==> config.mk <==
export PLATFORM = sky130hd
export DESIGN_NAME = phy_rx_deframer
export DESIGN_NICKNAME = d
export VERILOG_FILES = /design/src/rtl/phy_rx_deframer.sv
export SDC_FILE = /design/constraint.sdc
export NUM_CORES = 1
export LEC_CHECK = 0
export ABC_AREA = 1
export BUFFER_PORTS_ARGS = -buffer_cell sky130_fd_sc_hd__buf_2
export CAP_MARGIN = 10
export CORE_ASPECT_RATIO = 1.4
export CORE_MARGIN = 3
export CORE_UTILIZATION = 62
export CTS_CLUSTER_DIAMETER = 40
export DETAILED_ROUTE_END_ITERATION = 6
export HOLD_SLACK_MARGIN = 0.03
export MAX_ROUTING_LAYER = met4
export PLACE_DENSITY_LB_ADDON = 0.15
export SLEW_MARGIN = 20
export SYNTH_ARGS = -nofsm -noshare
export SYNTH_HDL_FRONTEND = slang
export SYNTH_SLANG_ARGS = --single-unit
==> constraint.sdc <==
create_clock -name CLK -period 3.36 [get_ports CLK]
set_input_delay 0.672 -clock CLK [delete_from_list [all_inputs] [get_ports CLK]]
set_output_delay 0.672 -clock CLK [all_outputs]
set_load 0.02 [all_outputs]
==> src/rtl/phy_rx_deframer.sv <==
// -----------------------------------------------------------------------------
// phy_rx_deframer
//
// Purpose:
//   Receives a PHY byte stream of data and K (control) symbols, recognises
//   STP/SDP ... END/EDB framed packets plus COM-led ordered sets, and writes
//   packet bytes into a first-word-fall-through byte FIFO.
//
//   Packet bytes are written speculatively. An END commits them, making them
//   visible to the consumer. An EDB, a framing error or an overflow rewinds
//   the speculative write pointer, so a partial packet is never seen.
//
// Ports:
//   CLK        in   single rising-edge clock
//   RESET_L    in   asynchronous active-low reset
//   DATA_IN    in   [7:0] received symbol
//   K_IN       in   1 = control symbol, 0 = data byte
//   VALID_IN   in   DATA_IN/K_IN are sampled only while high
//   DATA_OUT   out  [7:0] head-of-FIFO byte (00 when the FIFO is empty)
//   SOP_OUT    out  head byte starts a packet
//   EOP_OUT    out  head byte ends a packet
//   TYPE_OUT   out  0 = TLP (STP framed), 1 = DLLP (SDP framed)
//   VALID_OUT  out  a committed byte is available
//   READY_IN   in   consumer accepts the head byte
//   ERROR_OUT  out  one-cycle pulse on a framing violation
//   DROP_OUT   out  one-cycle pulse when an EDB-nullified packet is dropped
//   SKP_CNT    out  [7:0] count of SKP ordered sets, saturating at 255
// -----------------------------------------------------------------------------
module phy_rx_deframer #(
  parameter int DEPTH = 16
) (
  input  logic       CLK,
  input  logic       RESET_L,
  input  logic [7:0] DATA_IN,
  input  logic       K_IN,
  input  logic       VALID_IN,
  output logic [7:0] DATA_OUT,
  output logic       SOP_OUT,
  output logic       EOP_OUT,
  output logic       TYPE_OUT,
  output logic       VALID_OUT,
  input  logic       READY_IN,
  output logic       ERROR_OUT,
  output logic       DROP_OUT,
  output logic [7:0] SKP_CNT
);

  localparam int AW = $clog2(DEPTH);
  // Pointers carry one extra bit so that full and empty can be told apart.
  localparam int PW = AW + 1;

  localparam logic [7:0] K_STP = 8'hFB;
  localparam logic [7:0] K_SDP = 8'h5C;
  localparam logic [7:0] K_END = 8'hFD;
  localparam logic [7:0] K_EDB = 8'hFE;
  localparam logic [7:0] K_COM = 8'hBC;
  localparam logic [7:0] K_SKP = 8'h1C;
  localparam logic [7:0] K_IDL = 8'h7C;
  localparam logic [7:0] K_FTS = 8'h3C;

  typedef enum logic [1:0] {
    ST_IDLE     = 2'd0,
    ST_COM_SEEN = 2'd1,
    ST_RX_PKT   = 2'd2,
    ST_DISCARD  = 2'd3
  } state_t;

  // True when the current symbol is the control symbol 'sym'.
  function automatic logic k_is(input logic k, input logic [7:0] d,
                                input logic [7:0] sym);
    return k && (d == sym);
  endfunction

  // ---------------------------------------------------------------------------
  // State, pointers and storage
  // ---------------------------------------------------------------------------
  state_t          r_state;
  state_t          w_state_nxt;

  logic [PW-1:0]   r_wr_ptr;      // speculative write pointer
  logic [PW-1:0]   r_cmt_ptr;     // commit pointer: end of consumer-visible data
  logic [PW-1:0]   r_rd_ptr;      // read pointer

  logic            r_sop_arm;     // next data byte is the first of its packet
  logic            r_type;        // type of the packet being received
  logic            r_error;
  logic            r_drop;
  logic [7:0]      r_skp_cnt;

  logic [7:0]      r_mem_data [DEPTH];
  logic [DEPTH-1:0] r_mem_sop;
  logic [DEPTH-1:0] r_mem_eop;
  logic [DEPTH-1:0] r_mem_type;

  // ---------------------------------------------------------------------------
  // Derived wires
  // ---------------------------------------------------------------------------
  logic [PW-1:0]   w_fill;
  logic            w_full;
  logic            w_pkt_nonempty;
  logic [PW-1:0]   w_wr_prev;
  logic [AW-1:0]   w_wr_idx;
  logic [AW-1:0]   w_last_idx;
  logic [AW-1:0]   w_rd_idx;
  logic            w_valid;
  logic            w_rd_en;

  // Fill is measured from the speculative pointer so uncommitted bytes
  // also consume space.
  assign w_fill         = r_wr_ptr - r_rd_ptr;
  assign w_full         = (w_fill == PW'(DEPTH));
  assign w_pkt_nonempty = (r_wr_ptr != r_cmt_ptr);
  assign w_wr_prev      = r_wr_ptr - PW'(1);
  assign w_wr_idx       = r_wr_ptr[AW-1:0];
  assign w_last_idx     = w_wr_prev[AW-1:0];
  assign w_rd_idx       = r_rd_ptr[AW-1:0];
  assign w_valid        = (r_cmt_ptr != r_rd_ptr);
  assign w_rd_en        = w_valid && READY_IN;

  // Symbol decode of the current input.
  logic w_is_data;
  logic w_is_stp;
  logic w_is_sdp;
  logic w_is_end;
  logic w_is_edb;
  logic w_is_com;
  logic w_is_skp;
  logic w_is_idl;
  logic w_is_fts;

  assign w_is_data = !K_IN;
  assign w_is_stp  = k_is(K_IN, DATA_IN, K_STP);
  assign w_is_sdp  = k_is(K_IN, DATA_IN, K_SDP);
  assign w_is_end  = k_is(K_IN, DATA_IN, K_END);
  assign w_is_edb  = k_is(K_IN, DATA_IN, K_EDB);
  assign w_is_com  = k_is(K_IN, DATA_IN, K_COM);
  assign w_is_skp  = k_is(K_IN, DATA_IN, K_SKP);
  assign w_is_idl  = k_is(K_IN, DATA_IN, K_IDL);
  assign w_is_fts  = k_is(K_IN, DATA_IN, K_FTS);

  // FSM action strobes.
  logic w_wr_en;
  logic w_commit;
  logic w_rewind;
  logic w_err;
  logic w_drop;
  logic w_skp_inc;
  logic w_pkt_start;

  // ---------------------------------------------------------------------------
  // FSM state register
  // ---------------------------------------------------------------------------
  always_ff @(posedge CLK or negedge RESET_L) begin
    if (!RESET_L) begin
      r_state <= ST_IDLE;
    end else begin
      r_state <= w_state_nxt;
    end
  end

  // FSM next-state and action decode; nothing happens without VALID_IN.
  always_comb begin
    w_state_nxt = r_state;
    w_wr_en     = 1'b0;
    w_commit    = 1'b0;
    w_rewind    = 1'b0;
    w_err       = 1'b0;
    w_drop      = 1'b0;
    w_skp_inc   = 1'b0;
    w_pkt_start = 1'b0;

    if (VALID_IN) begin
      case (r_state)
        ST_IDLE: begin
          if (w_is_com) begin
            w_state_nxt = ST_COM_SEEN;
          end else if (w_is_stp || w_is_sdp) begin
            w_state_nxt = ST_RX_PKT;
            w_pkt_start = 1'b1;
          end else begin
            w_err = 1'b1;
          end
        end

        ST_COM_SEEN: begin
          w_state_nxt = ST_IDLE;
          if (w_is_skp) begin
            w_skp_inc = 1'b1;
          end else if (w_is_idl || w_is_fts) begin
            w_skp_inc = 1'b0;
          end else begin
            w_err = 1'b1;
          end
        end

        ST_RX_PKT: begin
          if (w_is_data) begin
            if (w_full) begin
              // Overflow: drop the whole packet and swallow its remainder.
              w_rewind    = 1'b1;
              w_err       = 1'b1;
              w_state_nxt = ST_DISCARD;
            end else begin
              w_wr_en = 1'b1;
            end
          end else if (w_is_end) begin
            w_state_nxt = ST_IDLE;
            if (w_pkt_nonempty) begin
              w_commit = 1'b1;
            end else begin
              w_err = 1'b1;
            end
          end else if (w_is_edb) begin
            w_rewind    = 1'b1;
            w_drop      = 1'b1;
            w_state_nxt = ST_IDLE;
          end else begin
            w_rewind    = 1'b1;
            w_err       = 1'b1;
            w_state_nxt = ST_IDLE;
          end
        end

        ST_DISCARD: begin
          if (w_is_end || w_is_edb) begin
            w_state_nxt = ST_IDLE;
          end else begin
            w_state_nxt = ST_DISCARD;
          end
        end

        default: begin
          w_state_nxt = ST_IDLE;
        end
      endcase
    end else begin
      w_state_nxt = r_state;
    end
  end

  // ---------------------------------------------------------------------------
  // Pointer registers
  // ---------------------------------------------------------------------------
  // Speculative write pointer: advance on write, fall back to commit on rewind.
  always_ff @(posedge CLK or negedge RESET_L) begin
    if (!RESET_L) begin
      r_wr_ptr <= {PW{1'b0}};
    end else if (w_wr_en) begin
      r_wr_ptr <= r_wr_ptr + PW'(1);
    end else if (w_rewind) begin
      r_wr_ptr <= r_cmt_ptr;
    end else begin
      r_wr_ptr <= r_wr_ptr;
    end
  end

  // Commit pointer: catches up with the speculative pointer on a good END.
  always_ff @(posedge CLK or negedge RESET_L) begin
    if (!RESET_L) begin
      r_cmt_ptr <= {PW{1'b0}};
    end else if (w_commit) begin
      r_cmt_ptr <= r_wr_ptr;
    end else begin
      r_cmt_ptr <= r_cmt_ptr;
    end
  end

  // Read pointer: advances on each consumer handshake.
  always_ff @(posedge CLK or negedge RESET_L) begin
    if (!RESET_L) begin
      r_rd_ptr <= {PW{1'b0}};
    end else if (w_rd_en) begin
      r_rd_ptr <= r_rd_ptr + PW'(1);
    end else begin
      r_rd_ptr <= r_rd_ptr;
    end
  end

  // ---------------------------------------------------------------------------
  // Packet context
  // ---------------------------------------------------------------------------
  // SOP arming and packet type, latched from the STP/SDP that opens a packet.
  always_ff @(posedge CLK or negedge RESET_L) begin
    if (!RESET_L) begin
      r_sop_arm <= 1'b0;
      r_type    <= 1'b0;
    end else if (w_pkt_start) begin
      r_sop_arm <= 1'b1;
      r_type    <= w_is_sdp;
    end else if (w_wr_en) begin
      r_sop_arm <= 1'b0;
      r_type    <= r_type;
    end else begin
      r_sop_arm <= r_sop_arm;
      r_type    <= r_type;
    end
  end

  // ---------------------------------------------------------------------------
  // FIFO storage (no reset; only entries behind the commit pointer are read)
  // ---------------------------------------------------------------------------
  // Entry write on data bytes; EOP patch on the last entry when committing.
  always_ff @(posedge CLK) begin
    if (w_wr_en) begin
      r_mem_data[w_wr_idx] <= DATA_IN;
      r_mem_sop[w_wr_idx]  <= r_sop_arm;
      r_mem_eop[w_wr_idx]  <= 1'b0;
      r_mem_type[w_wr_idx] <= r_type;
    end else if (w_commit) begin
      r_mem_eop[w_last_idx] <= 1'b1;
    end else begin
      r_mem_eop <= r_mem_eop;
    end
  end

  // ---------------------------------------------------------------------------
  // Status outputs
  // ---------------------------------------------------------------------------
  // Error / drop pulses and the saturating SKP counter.
  always_ff @(posedge CLK or negedge RESET_L) begin
    if (!RESET_L) begin
      r_error   <= 1'b0;
      r_drop    <= 1'b0;
      r_skp_cnt <= 8'd0;
    end else begin
      r_error <= w_err;
      r_drop  <= w_drop;
      if (w_skp_inc && (r_skp_cnt != 8'hFF)) begin
        r_skp_cnt <= r_skp_cnt + 8'd1;
      end else begin
        r_skp_cnt <= r_skp_cnt;
      end
    end
  end

  assign ERROR_OUT = r_error;
  assign DROP_OUT  = r_drop;
  assign SKP_CNT   = r_skp_cnt;
  assign VALID_OUT = w_valid;

  // Head entry is shown only when committed, so empty (and reset) reads as 0.
  assign DATA_OUT = w_valid ? r_mem_data[w_rd_idx] : 8'h00;
  assign SOP_OUT  = w_valid && r_mem_sop[w_rd_idx];
  assign EOP_OUT  = w_valid && r_mem_eop[w_rd_idx];
  assign TYPE_OUT = w_valid && r_mem_type[w_rd_idx];

endmodule

Word-level counts from Yosys, hierarchy flattened --
Memory sizes are Yosys's and may differ from the RTL's. Cells that the tools add are included.
Storage, ports and cells: latch bits 0, output and inout port bits 22, word-level logic and storage cells 129, RAM bits 128, bits in read-only memories 0, register bits 77, memories kept 1
Operators by class: bitwise operators 3, order comparisons 5, mux-type cells 63, shift operators 0, eq/ne operators 17, reduce and logical (&&, ||, !) cells 23, multiply operators 0, $add $sub $neg 5, div/mod/pow operators 0
Memory list:
- r_mem_data | depth 16, bits a word 8, read ports 1, clocked after memory_dff 0, write ports 1, line 90 | logic [7:0] r_mem_data [DEPTH];
Operators by type and width (number):
- two-way mux 1 bit | 44
- bitwise mux 16 bit | 2
- equality test 8 bit, second input constant | 4
- two-way mux 16 bit | 2
- AND 16 bit | 1
- equality test 8 x 7 -> 1 bit, second input constant | 2
- NOT 16 bit | 1
- OR 16 bit | 1
- logical AND 1 bit | 15
- less-than comparator 4 x 5 -> 1 bit, second input constant | 3
- binary-select mux 1 bit (select 4 bit) | 3
- adder 5 x 1 -> 5 bit, second input constant | 2
- two-way mux 2 bit | 5
- two-way mux 5 bit | 2
- inequality test 5 bit | 2
- adder 8 x 1 -> 8 bit, second input constant | 1
- demux 1 bit (select 4 bit) | 2
- equality test 8 x 5 -> 1 bit, second input constant | 1
- equality test 8 x 6 -> 1 bit, second input constant | 1
- >= comparator 4 x 1 -> 1 bit, second input constant | 2
- two-way mux 8 bit | 1
- inequality test 8 bit, second input constant | 1
- one-hot mux 2 bit (4 select lines) | 1
- inequality test 3 bit, second input constant | 2
- other kinds (10) | 15

Longest topological paths before layout --
Gate-level depths: netlist of the first run.
depth after elaboration 8, depth in mapped cells 15, mapped depth without buffers 12

Least setup slack after synthesis of the first run --
OpenSTA, ideal clock, no wires.
kind reg-to-reg, start register r_rd_ptr[3], end memory r_mem_data[11][0], enable pin, clock period less this slack 2.848 ns, buffers on the path 2, setup slack 0.512 ns, cell stages (with the launch flop) 12, data arrival time 2.458 ns, path through dfrtp_1 > inv_1 > clkbuf_1 > ha_1 > nor2_1 > nand3_1 > nand2_1 > nor2_2 > nand2_4 > nand3_4 > buf_6 > nor3_1
On the way: cells in the longest elaborated chain, start to end 8
Ends and longest elaborated chain:
- start, declared | line 82 | logic [PW-1:0] r_rd_ptr;
- start signal, assigned | line 271 | r_rd_ptr <= {PW{1'b0}};
- start signal, assigned | line 273 | r_rd_ptr <= r_rd_ptr + PW'(1);
- start signal, assigned | line 275 | r_rd_ptr <= r_rd_ptr;
- subtractor 5 bit | line 110 | assign w_fill = r_wr_ptr - r_rd_ptr;
- equality test 5 bit | line 111 | assign w_full = (w_fill == PW'(DEPTH));
- two-way mux 1 bit | line 198 | if (w_full) begin
- two-way mux 1 bit | line 197 | if (w_is_data) begin
- two-way mux 1 bit | line 173 | case (r_state)
- two-way mux 1 bit | line 172 | if (VALID_IN) begin
- two-way mux 1 bit | line 304 | if (w_wr_en) begin
- two-way mux 1 bit (implied by the code) | line 305 | r_mem_data[w_wr_idx] <= DATA_IN;
- end, declared | line 90
Every way passes these cells.

Final worst setup path of the first run --
start register r_rd_ptr[0], end output DATA_OUT[5]
On the way: cells in the longest elaborated chain, start to end 2
Ends and longest elaborated chain:
- memory (16 x 8 bit) / inequality test 5 bit (equally long branches)
- two-way mux 8 bit * | line 342 | assign DATA_OUT = w_valid ? r_mem_data[w_rd_idx] : 8'h00;
- end, declared | line 37 | output logic [7:0] DATA_OUT,
Mark *: on every way between the ends. The rest lies on a longest branch, timed or not.

==> summary.md, run 1 <==
| Metric | Value |
|---|---|
| Placement Rows | between 50 and 60 |
| Routed wire length on met2 | 12,130 um |
| Horizontal die dimension | 111.7 um |
| Clock tree sinks | 205 |
| Utilization of the core after routing | 72.18% |
| Final net count | 1,039 |
| Post-route clock period utilization | a little over nine tenths |
| Die H | between 150 and 200 um |
| DP Wirelength | about 15,000 um |
| Most frequent cells after synthesis | 176 x sky130_fd_sc_hd__edfxtp_1, 162 x sky130_fd_sc_hd__nor2_1, 149 x sky130_fd_sc_hd__nand2_1, 121 x sky130_fd_sc_hd__o21ai_0, 77 x sky130_fd_sc_hd__inv_1 |
| Maximum root-to-sink buffer count | 3 |
| Count of maximum capacitance violations | 0 |
| CP Class | flop to output pin |
| Minimum setup slack in the final design | 158.7 ps |
| Maximum fanout count along the critical path | 61 |
| Maximum VDD drop | 0.6387 mV |
| Die ar. | 0.01719 mm2 |
| Effective utilization at floorplan | 63.84% |
| Run status | completed |
| Number of routed nets with antenna violations | 0 |
| Area share of the leading cell type in the synthesized netlist | between 50% and 60% |
| Worst hold slack | 208.0 ps |
| Detailed-route via count | between 7,000 and 8,000 |
| Pwr/cell area | 810.4 mW/mm2 |
| Number of antenna violations at the first check in global routing | 0 |
| Startpoint of the most critical register-to-register path | r_wr_ptr[0]$_DFFE_PN0P_ |
| WL final | ~24,000 um |
| Setup-violating endpoint count in the final report | 0 |
| Post-CTS Hold Fix Bufs | 0 |
| First-pass DRT Iterations | 6 |
| Number of fill cells in the layout | ~1,100 |
| First-pass GRT wire length | between 30,000 and 40,000 um |
| Slew at the pin with the worst max-slew slack | 916.2 ps |
| Summed area of non-filler cells in the final layout | ~0.011 mm2 |
| I/O pin count | 35 |
| EDFF count, synth | 176 |
| Mean post-synth cell area | 10.09 um2 |
| TritonCTS clock tree | yes |
| Number of H-tree branching levels | 1 |
| Final setup TNS | 0 ps |
| Final number of hold-violating endpoints | 0 |
| Routed length per placed instance | roughly 19 um |
| Post-route total power | 8.882 mW |
| Fraction of layout cells with a size suffix above 1 | 13.88% |
| Clock network latency to the later pin of the worst-skew pair | 510 ps |
| GRT Resource Usage Total | 28.20% |
| Final min period | 3201 ps |
| Max-Slew Margin vs Limit | 38.70% |
| Placer Congestion | 0.8601 |
| Leading register cell type out of synthesis | sky130_fd_sc_hd__edfxtp_1 |
| Kind of start point of the critical path | flop |
| Portion of the post-synthesis area used by sequential elements | 62.00% |
| Launch point of the critical path | r_rd_ptr[0]$_DFFE_PN0P_ |
| Gate count after technology mapping | 961 |
| Endpoint class of the critical path | output pin |
| Top cells by area, synth | sky130_fd_sc_hd__edfxtp_1 55%, sky130_fd_sc_hd__dfrtp_1 7.5%, sky130_fd_sc_hd__nor2_1 6.3%, sky130_fd_sc_hd__o21ai_0 6.2%, sky130_fd_sc_hd__nand2_1 5.8% |
| Proportion of register bits with asynchronous set or reset after synthesis | between 10% and 20% |
| Req. time, crit path | 2690 ps |
| Port Buf Inserts | 34 |
| Clock tree root driver cell | sky130_fd_sc_hd__clkbuf_16 |
| Clock-pin slew reported for the worst setup and hold paths after clock tree synthesis | roughly 60 ps |
| Count of different cell masters after synthesis | 34 |
| Met1 Routed Length | 8838 um |
| Setup Skew | roughly 10 ps |
| Cell leakage power | 4.317 nW |
| Post-synthesis to final-layout area growth | 13.06% |
| DR vias/cell | 5.972 |
| Post-DP Area | 0.01016 mm2 |
| Detailed router's first-iteration violation count | 727 |
| Synth Cell Area | 0.009694 mm2 |
| Remaining DRCs | 0 |
| Unrepaired setup endpoints after global routing | no |
| Worst slack, placed | between 600 and 700 ps |
| Number of pins with negative max-slew slack in the final report | 0 |
| Uppermost routed layer | met4 |
| Max Freq | 312.4 MHz |
| Area of the core | 0.01519 mm2 |
| Cell with the most instances after synthesis | sky130_fd_sc_hd__edfxtp_1 |
| Number of buffers created by CTS | 22 |
| Sum of overflow across all layers after global routing | 0 |
| Post-synth top area cell | sky130_fd_sc_hd__edfxtp_1 |
| Number of inserted diodes | 0 |
| Number of global-route vias before repair | 7,018 |
| Yosys warning count | 0 |
| Count of placed standard cells including taps | 1,179 |
| Pin count of the biggest net entering global routing | 82 |
| Filler-free cell count of the finished design | about 1,200 |
| Synth Net Count | 986 |
| Worst hold path class | input port to async pin |
| Yosys reg bits | 205 |
| Detailed route wirelength on metal3 | 2004 um |
| Arrival @ worst endpoint | 2530 ps |
report_power, final:
part	switching [mW]	internal, mW
clock network	1.03	1.44
registers	0.115	2.92
logic	2.28	1.10
area by class of cell:
type                       instances  area, um2  share of cell area [%]
multi-input combinational        632       3132                   28.57
inverter                          80      300.3                   2.740
sequential                       205       6016                   54.89
tap                              192      240.2                   2.192
clock buffer                      27      589.3                   5.377
clock inverter                    13      161.4                   1.473
timing repair buffer              73      521.8                   4.760
placed cells by master, fill, tap and decap left out, types with 3 or more instances in the layout:
cell type and n:
sky130_fd_sc_hd__edfxtp_1 176, sky130_fd_sc_hd__nand2_2 4, sky130_fd_sc_hd__buf_4 34, sky130_fd_sc_hd__a21oi_1 17, sky130_fd_sc_hd__nor2_1 162, sky130_fd_sc_hd__nor2_2 3
sky130_fd_sc_hd__buf_2 34, sky130_fd_sc_hd__ha_1 12, sky130_fd_sc_hd__o211ai_1 21, sky130_fd_sc_hd__inv_2 3, sky130_fd_sc_hd__nand3_1 54, sky130_fd_sc_hd__clkbuf_16 23
sky130_fd_sc_hd__nand2_1 149, sky130_fd_sc_hd__nor3_1 7, sky130_fd_sc_hd__o21ai_1 15, sky130_fd_sc_hd__xor2_1 16, sky130_fd_sc_hd__o21ai_0 121, sky130_fd_sc_hd__nand4_1 11
sky130_fd_sc_hd__xnor2_1 3, sky130_fd_sc_hd__o22ai_1 10, sky130_fd_sc_hd__clkbuf_1 3, sky130_fd_sc_hd__o21ai_2 18, sky130_fd_sc_hd__buf_12 3, sky130_fd_sc_hd__dfrtp_1 27
sky130_fd_sc_hd__inv_1 76
cells by family after synthesis:
logic type                 count (synthesis)  share of synthesized area (%)
and+or+nand+nor                          398                          17.17
DFF                                      205                          62.00
xor gates and xnor gates                  19                          1.717
AOI/OAI and AO/OA                        203                          11.87
adders and majority gates                 12                          1.549
buffers and inverters                    124                          5.692
registers in the layout, indices dropped and copies added (netlist names):
signal / cells
r_sop_arm: 1
r_type: 1
r_wr_ptr: 5
r_rd_ptr: 5
ERROR_OUT: 1
SKP_CNT: 8
r_cmt_ptr: 5
r_mem_sop: 16
r_mem_eop: 16
DROP_OUT: 1
r_mem_data: 128
r_state: 2
r_mem_type: 16
per-layer routing:
layer / track usage [%] / vias up
met5: - / -
met4: 9.855 / 0
met3: 3.504 / 57
met2: 47.74 / 351
met1: 35.20 / 3480
li1: - / 3410
final timing paths:
kind | slack [ps] | cells past startpoint | to
setup / recovery | 160 | 10 | DATA_OUT[5]
hold / removal | 210 | 1 | r_wr_ptr[0]$_DFFE_PN0P_
setup reg to reg | 660 | 7 | r_mem_data[4][6]$_DFFE_PP_
hold reg to reg | 530 | 1 | SKP_CNT[2]$_DFFE_PN0P_
max in group asynchronous | 2640 | 1 | r_rd_ptr[0]$_DFFE_PN0P_
min in group CLK | 460 | 3 | r_rd_ptr[1]$_DFFE_PN0P_
critical path, stage by stage, from the launching register on:
cell and delay [ps]:
sky130_fd_sc_hd__dfrtp_4 520, sky130_fd_sc_hd__buf_12 200, sky130_fd_sc_hd__inv_2 180, sky130_fd_sc_hd__buf_12 200, sky130_fd_sc_hd__o21ai_0 100, sky130_fd_sc_hd__o22ai_1 190
sky130_fd_sc_hd__nand2_1 130, sky130_fd_sc_hd__nand2_1 90, sky130_fd_sc_hd__inv_1 50, sky130_fd_sc_hd__a21oi_1 130, sky130_fd_sc_hd__buf_2 180
timing repair:
item                       CTS  global route
setup endpoints to repair    0             7
setup buffers                0             2
resized for setup            0             2
Power figures use the tool's default switching activity.
==> inputs of run 2 (changes only) <==
--- a/config.mk
+++ b/config.mk
@@ -11,5 +11,5 @@
 export CORE_ASPECT_RATIO = 1.4
 export CORE_MARGIN = 3
-export CORE_UTILIZATION = 62
+export CORE_UTILIZATION = 56
 export CTS_CLUSTER_DIAMETER = 40
 export DETAILED_ROUTE_END_ITERATION = 6
==> constraint.sdc (replaced) <==
create_clock -name CLK -period 2.8 [get_ports CLK]
set_input_delay 0.7 -clock CLK [delete_from_list [all_inputs] [get_ports CLK]]
set_output_delay 0.7 -clock CLK [all_outputs]
set_load 0.02 [all_outputs]
==> summary.md, run 2 (synthesis gave the netlist of run 1 again) <==
| Metric | Value |
|---|---|
| Most common library cell in the layout ignoring fill and taps | sky130_fd_sc_hd__edfxtp_1 |
| Kind of start point of the critical path | flop |
| Slowest library cell on the worst path | sky130_fd_sc_hd__dfrtp_2 |
| Routed length per placed instance | 21.39 um (+10%) |
| Number of pins with negative max-slew slack in the final report | 0 (unchanged) |
| Post-CTS Hold Fix Bufs | 0 (unchanged) |
| Max Freq | roughly 340 MHz |
| Number of buffers created by CTS | 23 (+4.5%) |
| Max-Slew Margin vs Limit | 53.62% (+15 points) |
| Setup Skew | 20.73 ps (+10.58 ps) |
| I/O pin count | 35 (unchanged) |
| CP Class | flop to output pin |
| Port Buf Inserts | 34 (unchanged) |
| Req. time, crit path | 2100 ps (-590 ps) |
| Launch point of the critical path | r_rd_ptr[0]$_DFFE_PN0P_ |
| Clock tree root driver cell | sky130_fd_sc_hd__clkbuf_16 |
| Run status | complete, but fails checks |
| Clock tree sinks | 205 (unchanged) |
| Worst path cell trace | buf_6 -> clkbuf_16 -> o21ai_0 -> o211ai_1 -> nand3_1 -> a21oi_2 -> buf_4 |
| First-pass DRT Iterations | 6 (unchanged) |
| GRT Resource Usage Total | 28.68% (+0.48 points) |
| DR vias/cell | 5.811 (-2.7%) |
| Number of antenna violations at the first check in global routing | 1 (+1) |
| Maximum VDD drop | 0.7415 mV (+16%) |
| Maximum fanout count along the critical path | 10 (-84%) |
| Pwr/cell area | 1052 mW/mm2 (+30%) |
| Count of maximum capacitance violations | 0 (unchanged) |
| Minimum setup slack in the final design | -137.6 ps (-296.3 ps) |
| Placement Rows | 56 (+5.7%) |
| Violations in the final reports | negative setup slack |
| DP Wirelength | 15,930 um (+5.2%) |
| Worst hold path class | input port to async pin |
| Endpoint class of the critical path | output pin |
| Remaining DRCs | 0 (unchanged) |
| Filler-free cell count of the finished design | 1,294 (+5.9%) |
| Die H | 161.7 um (+5.0%) |
| Utilization of the core after routing | 70.18% (-2.0 points) |
| Final number of hold-violating endpoints | 0 (unchanged) |
| Cell leakage power | 4.648 nW (+7.7%) |
| TritonCTS clock tree | yes |
| Summed area of non-filler cells in the final layout | 0.01185 mm2 (+8.1%) |
| Register name with the most flops | r_mem_data |
| Post-route clock period utilization | 104.9% |
| Number of routed nets with antenna violations | 0 (unchanged) |
| Flip-flop count of the largest register, all copies and words added | 128 (unchanged) |
| Pin count of the biggest net entering global routing | 36 (-56%) |
| Detailed router's first-iteration violation count | 685 (-5.8%) |
| Arrival @ worst endpoint | 2240 ps (-290 ps) |
| Clock network latency to the later pin of the worst-skew pair | 510 ps (about the same) |
| Horizontal die dimension | 117.2 um (+4.9%) |
| Post-synthesis to final-layout area growth | 22.25% |
| Crit path largest cell delay | 480 ps (-40 ps) |
| Number of global-route vias before repair | 7,288 (+3.8%) |
| Slew at the pin with the worst max-slew slack | 695.7 ps (-220.5 ps) |
| Cell family with most CP delay | compound AO/OA/AOI/OAI gates |
| WL final | 27,680 um (+17%) |
| Post-DP Area | 0.01033 mm2 (+1.7%) |
| Count of placed standard cells including taps | 1,228 (+4.2%) |
| Clock-pin slew reported for the worst setup and hold paths after clock tree synthesis | 60 ps (about the same) |
| Placer Congestion | 0.9635 (+12%) |
| Sum of overflow across all layers after global routing | 0 (unchanged) |
| Startpoint of the most critical register-to-register path | r_rd_ptr[1]$_DFFE_PN0P_ |
| Unrepaired setup endpoints after global routing | yes |
| First-pass GRT wire length | 40,030 um (+8.2%) |
| Effective utilization at floorplan | 57.41% (-6.4 points) |
| Number of H-tree branching levels | 1 (unchanged) |
| Detailed-route via count | 7,520 (+3.0%) |
| Fraction of layout cells with a size suffix above 1 | 21.49% (+7.6 points) |
| Die ar. | 0.01895 mm2 (+10%) |
| Area of the core | 0.01689 mm2 (+11%) |
| Final net count | 1,072 (+3.2%) |
| Post-route total power | 12.47 mW (+40%) |
| Final min period | 2938 ps |
| Number of buffers and inverters on the critical path | 3 (-2) |
| Most frequent cells in the layout | 176 x sky130_fd_sc_hd__edfxtp_1, 144 x sky130_fd_sc_hd__nand2_1, 144 x sky130_fd_sc_hd__nor2_1, 76 x sky130_fd_sc_hd__o21ai_0, 68 x sky130_fd_sc_hd__inv_1 |
| Setup-violating endpoint count in the final report | 11 (+11) |
| Maximum root-to-sink buffer count | 3 (unchanged) |
| Worst hold slack | 236.4 ps (+28.42 ps) |
[run 2: final timing paths]
kind | depth (start not counted) | end | slack [ps]
setup / recovery | 7 | TYPE_OUT | -140
hold / removal | 1 | r_rd_ptr[3]$_DFFE_PN0P_ | 240
setup reg to reg | 12 | r_mem_sop[13]$_DFFE_PP_ | 190
hold reg to reg | 2 | SKP_CNT[7]$_DFFE_PN0P_ | 510
max in group asynchronous | 1 | r_rd_ptr[0]$_DFFE_PN0P_ | 2070
min in group CLK | 3 | r_rd_ptr[4]$_DFFE_PN0P_ | 490
[run 2: routing by layer]
layer / global-route usage, % / up-vias / part of all wire [%] / wire length (um)
met4: 12.15 / 0 / 6.0 / 1669
met3: 2.944 / 103 / 7.0 / 1928
li1: - / 3491 / - / -
met1: 35.43 / 3561 / 36 / 10040
met5: - / - / 0 / 0
met2: 47.79 / 365 / 51 / 14040
[run 2: stage by stage]
stage	TNS (ps)	setup slack, ps
2_1_floorplan	-1449	-48.34
3_3_place_gp	0	407.7
3_5_place_dp	0	391.9
4_1_cts	-258.6	-52.26
5_1_grt	-1399	-183.2
6_report	-845.8	-137.6
[run 2: power breakdown]
part           switching [mW]  total, mW  internal (mW)  leakage [nW]
Sequential              0.180       3.68           3.50          2.02
Clock                    1.23       2.94           1.71         0.359
Combinational            3.45       5.85           2.40          2.27
Total                    4.86       12.5           7.61          4.65
[run 2: what timing repair did]
item	CTS	global route
cloned	6	12
resized for setup	48	90
pin swaps	9	46
endpoints found under the setup margin	11	12
buffers inserted	6	3
[run 2: area by class of cell]
class,instances,area (um2)
flip-flops and latches,205,6013
inverters,80,316.6
multi-input cells,632,3319
clock inverters,15,160.2
repair buffers,105,1170
diodes,1,2.502
clock buffers,24,579.3
fillers,1235,5035
well taps,232,290.3
[run 2: worst reg2reg max path, stage by stage, from the launching register on]
cell and delay, ps:
sky130_fd_sc_hd__dfrtp_2 550, sky130_fd_sc_hd__inv_4 80, sky130_fd_sc_hd__buf_4 160, sky130_fd_sc_hd__ha_1 170, sky130_fd_sc_hd__inv_1 80, sky130_fd_sc_hd__nand3b_1 100
sky130_fd_sc_hd__xor2_1 200, sky130_fd_sc_hd__nand2_4 140, sky130_fd_sc_hd__nand3_4 110, sky130_fd_sc_hd__inv_1 110, sky130_fd_sc_hd__nand2_1 200, sky130_fd_sc_hd__nor2_1 170
sky130_fd_sc_hd__buf_4 240
==> inputs of run 3 (changes only) <==
GPL_TIMING_DRIVEN = 0   (was unset)
RECOVER_POWER = 50   (was unset)
==> summary.md, run 3 (synthesis gave the netlist of run 1 again) <==
| Metric | Value |
|---|---|
| Run status | complete, but fails checks |
| Violations in the final reports | design-rule violations, max-capacitance violations, max-slew violations, negative setup slack |
| Worst hold path class | input port to flop |
| Worst slack, placed | -798.3 ps (-1190 ps) |
| Remaining DRCs | 9 (+9) |
| I/O pin count | 35 (unchanged) |
| Effective utilization at floorplan | 57.41% (unchanged) |
| Maximum fanout count along the critical path | 7 (-3) |
| First-pass GRT wire length | 39,330 um (-1.7%) |
| Number of pins with negative max-slew slack in the final report | 30 (+30) |
| Number of routed nets with antenna violations | 0 (unchanged) |
| Clock tree root driver cell | sky130_fd_sc_hd__clkbuf_16 |
| Clock tree sinks | 205 (unchanged) |
| Clock network latency to the later pin of the worst-skew pair | 510 ps (about the same) |
| Summed area of non-filler cells in the final layout | 0.01203 mm2 (+1.5%) |
| DR vias/cell | 5.846 (+0.60%) |
| Utilization of the core after routing | 71.24% (+1.1 points) |
| Die ar. | 0.01895 mm2 (unchanged) |
| Post-synthesis to final-layout area growth | 24.08% |
| Fraction of layout cells with a size suffix above 1 | 20.06% (-1.4 points) |
| Unrepaired setup endpoints after global routing | yes |
| Final net count | 1,094 (+2.1%) |
| Area of the core | 0.01689 mm2 (unchanged) |
| Kind of start point of the critical path | flop |
| Req. time, crit path | 2100 ps (about the same) |
| Post-DP Area | 0.01019 mm2 (-1.4%) |
| Number of fill cells in the layout | 1,156 (-6.4%) |
| Placer Congestion | 0.9140 (-5.1%) |
| Placement Rows | 56 (unchanged) |
| Slack of the worst reg-to-reg path | 110 ps (-80 ps) |
| Count of placed standard cells including taps | 1,229 (+0.081%) |
| Register name with the most flops | r_mem_data |
| Setup-violating endpoint count in the final report | 11 (unchanged) |
| Clock-pin slew reported for the worst setup and hold paths after clock tree synthesis | 60 ps (about the same) |
| Final setup TNS | -1772 ps (-926.5 ps) |
| DP Wirelength | 16,680 um (+4.7%) |
| Port Buf Inserts | 33 (-2.9%) |
| WL final | 27,300 um (-1.4%) |
| Detailed-route via count | 7,682 (+2.2%) |
| Post-route clock period utilization | 111.4% (+6.5 points) |
| Routed length per placed instance | 20.78 um (-2.9%) |
| Detailed router's first-iteration violation count | 993 (+45%) |
| Final min period | 3118 ps (+180.7 ps) |
| Post-route total power | 12.45 mW (-0.12%) |
| Count of maximum capacitance violations | 1 (+1) |
| Most frequent cells in the layout | 176 x sky130_fd_sc_hd__edfxtp_1, 146 x sky130_fd_sc_hd__nand2_1, 146 x sky130_fd_sc_hd__nor2_1, 98 x sky130_fd_sc_hd__o21ai_0, 70 x sky130_fd_sc_hd__inv_1 |
| First-pass DRT Iterations | 7 (+1) |
| Number of global-route vias before repair | 7,260 (-0.38%) |
| Number of antenna violations at the first check in global routing | 0 (-1) |
| Pwr/cell area | 1035 mW/mm2 (-1.6%) |
| Horizontal die dimension | 117.2 um (unchanged) |
| Cell leakage power | 4.700 nW (+1.1%) |
| Arrival @ worst endpoint | 2420 ps (+180 ps) |
| Slew at the pin with the worst max-slew slack | 1691 ps (+995.6 ps) |
| Pin count of the biggest net entering global routing | 30 (-17%) |
| Filler-free cell count of the finished design | 1,314 (+1.5%) |
| Number of inserted diodes | 0 (-1) |
| Number of H-tree branching levels | 1 (unchanged) |
| Most common library cell in the layout ignoring fill and taps | sky130_fd_sc_hd__edfxtp_1 |
| Flip-flop count of the largest register, all copies and words added | 128 (unchanged) |
| CP Class | flop to output pin |
| Maximum root-to-sink buffer count | 3 (unchanged) |
| Sum of overflow across all layers after global routing | 0 (unchanged) |
| Final number of hold-violating endpoints | 0 (unchanged) |
| GRT Resource Usage Total | 28.25% (-0.43 points) |
| Endpoint class of the critical path | output pin |
| Post-CTS Hold Fix Bufs | 0 (unchanged) |
| Max Freq | 320.7 MHz (-5.8%) |
| Maximum VDD drop | 0.5595 mV (-25%) |
| Minimum setup slack in the final design | -318.3 ps (-180.7 ps) |
| Number of buffers created by CTS | 22 (-4.3%) |
| Die H | 161.7 um (unchanged) |
| Worst hold slack | 471.5 ps (+235.1 ps) |
| Setup Skew | 15.26 ps (-5.470 ps) |
| TritonCTS clock tree | yes |
| Max-Slew Margin vs Limit | -12.75% (-66 points) |
## run 3: power breakdown
| part | total (mW) | switching (mW) | leakage, nW | internal, mW |
|---|---|---|---|---|
| clock | 2.85 | 1.20 | 0.341 | 1.65 |
| sequential | 3.66 | 0.159 | 2.02 | 3.50 |
| combinational | 5.94 | 3.51 | 2.34 | 2.43 |
| total | 12.5 | 4.88 | 4.70 | 7.57 |
## run 3: area by class of cell
| cell class | count | area (um2) | share of cell area, % |
|---|---|---|---|
| clock buffers | 23 | 554.3 | 4.608 |
| clock inverters | 14 | 162.7 | 1.352 |
| repair buffers | 84 | 833.3 | 6.927 |
| inverters | 80 | 306.5 | 2.548 |
| multi-input cells | 632 | 3356 | 27.90 |
| flip-flops and latches | 205 | 6012 | 49.98 |
| plain buffers | 44 | 514.2 | 4.275 |
| well taps | 232 | 290.3 | 2.413 |
## run 3: what timing repair did
action | 4_1_cts | 5_1_grt
pin swaps | 36 | 28
endpoints found under the hold margin | 0 | 0
gates cloned | 5 | 4
gates resized for setup | 141 | 66
setup endpoints to repair | 187 | 184
setup buffers | 29 | 12
## run 3: worst paths after layout
path                                    startpoint  depth (start not counted)                     endpoint
min reg2reg                 SKP_CNT[7]$_DFFE_PN0P_                          2       SKP_CNT[7]$_DFFE_PN0P_
max in group asynchronous                  RESET_L                          1      r_rd_ptr[0]$_DFFE_PN0P_
min in group asynchronous                  RESET_L                          1      r_rd_ptr[1]$_DFFE_PN0P_
max reg2reg                r_rd_ptr[1]$_DFFE_PN0P_                         12  r_mem_data[11][2]$_DFFE_PP_
min                                       VALID_IN                          3          ERROR_OUT$_DFF_PN0_
max                        r_rd_ptr[0]$_DFFE_PN0P_                          9                  DATA_OUT[7]
## run 3: critical path, stage by stage, from the launching register on
cell and delay (ps):
sky130_fd_sc_hd__dfrtp_2 520, sky130_fd_sc_hd__inv_4 90, sky130_fd_sc_hd__buf_8 150, sky130_fd_sc_hd__buf_4 150, sky130_fd_sc_hd__buf_16 130, sky130_fd_sc_hd__o21ai_0 300, sky130_fd_sc_hd__o211ai_1 180, sky130_fd_sc_hd__nand3_1 140
sky130_fd_sc_hd__a21oi_2 80, sky130_fd_sc_hd__buf_4 160
## run 3: layer usage
| layer | part of all wire [%] | track usage [%] |
|---|---|---|
| met2 | 51 | 45.80 |
| met1 | 37 | 34.78 |
| met4 | 4.9 | 14.87 |
| met3 | 7.8 | 2.870 |
| met5 | 0 | - |
